File: src/rtl/hc_pkg.sv
// Shared constants and control-priority encoding for the hc161-style counter.
package hc_pkg;

  localparam int HC_CNT_WIDTH_DEF = 4;
  localparam int HC_CNT_MOD_DEF   = 16;

  typedef enum logic [1:0] {
    CTL_RESET,
    CTL_LOAD,
    CTL_COUNT,
    CTL_HOLD
  } hc_ctl_e;

endpackage

File: src/rtl/hc_tc_detect.sv
// Terminal-count detector: tc marks Q==MODULUS-1; wrap also covers
// out-of-range loaded values so the next count returns to zero.
module hc_tc_detect #(
  parameter int WIDTH   = 4,
  parameter int MODULUS = 16
) (
  input  logic [WIDTH-1:0] q,
  output logic             tc,
  output logic             wrap
);

  localparam logic [WIDTH-1:0] TERM = WIDTH'(MODULUS - 1);

  assign tc   = (q == TERM);
  assign wrap = (q >= TERM);

endmodule

File: src/rtl/hc161_sync_counter.sv
// Presettable modulo-N up-counter with ENP/ENT enables and ripple carry,
// whose carry also drives the J/K inputs of a downstream toggle stage.
module hc161_sync_counter
  import hc_pkg::*;
#(
  parameter int WIDTH   = HC_CNT_WIDTH_DEF,
  parameter int MODULUS = HC_CNT_MOD_DEF
) (
  input  logic             Clk,
  input  logic             R,
  input  logic             LD,
  input  logic             ENP,
  input  logic             ENT,
  input  logic [WIDTH-1:0] D,
  output logic [WIDTH-1:0] Q,
  output logic             RCO,
  output logic             J_out,
  output logic             K_out
);

  localparam logic [WIDTH-1:0] ONE = WIDTH'(1);

  logic [WIDTH-1:0] q_reg;
  logic [WIDTH-1:0] q_next;
  logic             tc;
  logic             wrap;
  hc_ctl_e          ctl;

  hc_tc_detect #(
    .WIDTH  (WIDTH),
    .MODULUS(MODULUS)
  ) u_tc_detect (
    .q   (q_reg),
    .tc  (tc),
    .wrap(wrap)
  );

  always_comb begin
    ctl = CTL_HOLD;
    if (R)
      ctl = CTL_RESET;
    else if (LD)
      ctl = CTL_LOAD;
    else if (ENP && ENT)
      ctl = CTL_COUNT;
  end

  // Wrap is decided before the increment, so Q never passes 2**WIDTH-1.
  always_comb begin
    q_next = q_reg;
    case (ctl)
      CTL_RESET: q_next = '0;
      CTL_LOAD:  q_next = D;
      CTL_COUNT: q_next = wrap ? '0 : (q_reg + ONE);
      default:   q_next = q_reg;
    endcase
  end

  always_ff @(posedge Clk) begin
    if (R)
      q_reg <= '0;
    else
      q_reg <= q_next;
  end

  assign Q     = q_reg;
  assign RCO   = ENT & tc;
  assign J_out = RCO;
  assign K_out = RCO;

endmodule
File: config.mk
export PLATFORM = sky130hd
export DESIGN_NAME = hc161_sync_counter
export DESIGN_NICKNAME = d
export VERILOG_FILES = /design/src/rtl/hc_pkg.sv /design/src/rtl/hc_tc_detect.sv /design/src/rtl/hc161_sync_counter.sv
export SDC_FILE = /design/constraint.sdc
export NUM_CORES = 1
export LEC_CHECK = 0
export CAP_MARGIN = 25
export CORE_AREA = 2 2 39 41
export DETAILED_ROUTE_END_ITERATION = 7
export DIE_AREA = 0 0 41 43
export PLACE_DENSITY = 0.47
export SYNTH_ARGS = -nofsm -noshare
export SYNTH_HDL_FRONTEND = slang
export SYNTH_SLANG_ARGS = --single-unit
File: constraint.sdc
create_clock -name Clk -period 1.24 [get_ports Clk]
set_input_delay 0.248 -clock Clk [delete_from_list [all_inputs] [get_ports Clk]]
set_output_delay 0.248 -clock Clk [all_outputs]
set_load 0.01 [all_outputs]
==> qor.csv, run 1 <==
metric,value,unit
status,finished with violations,
violations,negative setup slack,
fin_cells,69,
cp_max_fo,3,
finalInstanceArea,516.7,um^2
grt_pass1_wl,1242,um
yosysMostFrequentCell,dfxtp_1,
cts_tree,yes,
cts_sinks,4,
syn_to_final_growth,97.61,%
clock-root-buffer,clkbuf_4,
grt_use_total,10.33,%
dp.cells,66,
syn_avg_cell_area,8.717,um^2
design.core.area,1384,um^2
swShare,24.77,%
p_comb_share,28.4,%
syn_area,261.5,um^2
routedWlPerCell,10.62,um
slowest_stage,dfxtp_2,
cts_setup_buffers,0,
place_hpwl,595.3,um
fin_worst_skew,3.687,ps
yosys-top-cells-area,"dfxtp_1 (31%), a21oi_1 (5.7%), a221oi_2 (5.7%), buf_4 (5.7%), ha_1 (4.8%)",
fin_crit_sh,104.1,%
power_frac_seq,35.1,%
via_count,311,
cts.path.max_buffers,2,
relSlewSlack,80.08,%
p_switching,0.0001053,W
p_per_area,822.5,nW/um^2
final_util,37.34,%
totalWireLength,733,um
layout-drive-gt1-share,43.40,%
nNetsFinal,65,
insertion_delay,230,ps
holdWs,584.3,ps
antenna_cells,0,
yosysTopAreaCellShare,30.62,%
timing.final.ws_setup,-50.97,ps
fp.dieH,43,um
async_reset_ff_share,0,%
required,990,ps
htreeDepth,1,
synth_seq_area_share,30.62,%
worst_slew_pin_slew,297.9,ps
grt-ovfl-total,0,
die_area,1763,um^2
grt_pass1_vias,320,
fmax,774.6,MHz
drc,0,
period_minus_slack,1291,ps
yosysWarningCount,0,
clockPowerShare,36.5,%
p_leak,0.2255,nW
ant_nets,0,
synth_flop_cell,dfxtp_1,
slowest_delay,340,ps
rsz0062_at_grt,yes,
fp-row-count,14,
cp_num_buf_inv,1,
start_util,18.90,%
synth_area_leader_cell,dfxtp_1,
p_int,0.0003197,W
critPathKind,flip-flop to primary output,
synthDistinctLibCells,21,
hold_class,primary input to flip-flop,
grt_start_max_net_pins,9,
ir_drop,0.4040,mV
synthTopCellsByCount,"dfxtp_1 (4), a21oi_1 (3), inv_1 (3)",
die_w,41,um
synth_seq_cells,4,
largest_reg_flops,4,
crit_chain,ha_4 > and4_4 > buf_6,
placed_area,478.0,um^2
io_pins,16,
cp.arrival,1040,ps
hold_violations,0,
drv_slew,0,
synthesis.nets,40,
portBuffers,15,
end_kind,primary output,
numCtsBuffers,3,
synth_edf_count,0,
gp_congestion,0.7006,
finalSetupViolations,3,
worstSetupStartpointType,flip-flop,
synth_cells,30,
antenna_found_initial,0,
cap_violations,0,
drt_first_pass_iters,2,
drt_iter0_markers,2,
via_per_inst,4.507,
clk_pin_slew_worst_paths,40,ps
critPathTopFamily,flip-flops,
fillers,156,
[cell usage in the layout, fill, tap and decap left out]
| cell type | synthesis | routed |
|---|---|---|
| a221oi_2 | 1 | 1 |
| o21ai_0 | 1 | 1 |
| nor2b_1 | 1 | 1 |
| dfxtp_1 | 4 | 2 |
| and4b_1 | 1 | 1 |
| ha_4 | 0 | 1 |
| nor3_1 | 1 | 1 |
| and4_4 | 0 | 1 |
| a211oi_2 | 0 | 1 |
| clkbuf_4 | 0 | 3 |
| clkbuf_2 | 0 | 1 |
| a31oi_1 | 1 | 1 |
| and3_2 | 1 | 1 |
| inv_1 | 3 | 3 |
| dlygate4sd2_1 | 0 | 2 |
| dfxtp_2 | 0 | 2 |
| a21oi_1 | 3 | 3 |
| a311o_1 | 1 | 1 |
| nand2_2 | 1 | 1 |
| clkdlybuf4s50_1 | 0 | 6 |
| buf_4 | 2 | 7 |
| clkdlybuf4s15_1 | 0 | 3 |
| a221oi_1 | 1 | 1 |
| nand3_1 | 2 | 2 |
| o21a_1 | 1 | 1 |
| buf_6 | 0 | 4 |
| xnor2_1 | 1 | 1 |
[kinds of logic after synthesis]
| family | share of synthesized area [%] |
|---|---|
| XOR/XNOR | 3.350 |
| AND/OR/NAND/NOR | 21.06 |
| adder cells (fa/ha/maj) | 4.784 |
| buffers and inverters | 11.48 |
| AO/OA/AOI/OAI | 28.71 |
| flip-flops | 30.62 |
[worst reg2reg max path, cell delays in order, from the launching register on]
cell and delay, ps:
dfxtp_2 330, ha_4 150, buf_4 130, a311o_1 270, a221oi_2 220
[path summary, 6_finish.rpt]
| check | from | to | slack, ps | cells after the start |
|---|---|---|---|---|
| worst max-delay path | Q[1] | RCO | -50 | 3 |
| worst min-delay path | D[3] | Q[3] | 580 | 3 |
| worst max register to register | Q[0] | Q[0] | 50 | 4 |
| worst min register to register | Q[3] | Q[3] | 650 | 3 |
[repair_timing]
| action | 4_1_cts | 5_1_grt |
|---|---|---|
| pin swaps | 2 | 2 |
| hold buffers | 0 | 0 |
| endpoints found under the setup margin | 10 | 8 |
| gates resized for setup | 20 | 10 |
[cell type report]
type	instances	area (um^2)	area share [%]
Clock buffer	3	22.52	4.358
Inverter	3	11.26	2.179
Multi-Input combinational cell	20	170.2	32.93
Sequential cell	4	82.58	15.98
Tap cell	16	20.02	3.874
Timing Repair Buffer	23	210.2	40.68
[routing by layer]
layer,vias up,share of wire [%],track usage [%]
met3,0,7.2,3.141
met1,138,42,11.54
li1,160,-,-
met5,-,0,0
met4,0,0,6.000
met2,13,51,16.25
[metrics by stage]
stage	TNS [ps]	setup slack (ps)	power (W)
after global routing	-278.3	-94.59	0.0004548
after detailed placement	-2520	-525.1	0.0002718
after global placement	-2445	-503.3	0.0002700
after floorplan	0	19.51	0.0001913
after CTS	-289.7	-97.46	0.0004280
final	-152.3	-50.97	0.0004250
[power by group through the flow]
| stage | logic [W] | clock network (W) | registers (W) |
|---|---|---|---|
| 2_1_floorplan | 0.0000335 | 0 | 0.000158 |
| 3_3_place_gp | 0.000122 | 0 | 0.000148 |
| 3_5_place_dp | 0.000123 | 0 | 0.000148 |
| 4_1_cts | 0.000116 | 0.000165 | 0.000147 |
| 5_1_grt | 0.000134 | 0.000171 | 0.000150 |
| 6_report | 0.000121 | 0.000155 | 0.000149 |
Note: power is estimated with default switching activity, not from simulation.
==> run 2: changes to the inputs <==
Settings changed: SLEW_MARGIN set to 20.
==> results of run 2 <==
Same layout as run 1: the final DEF is identical, and so are final timing and power.
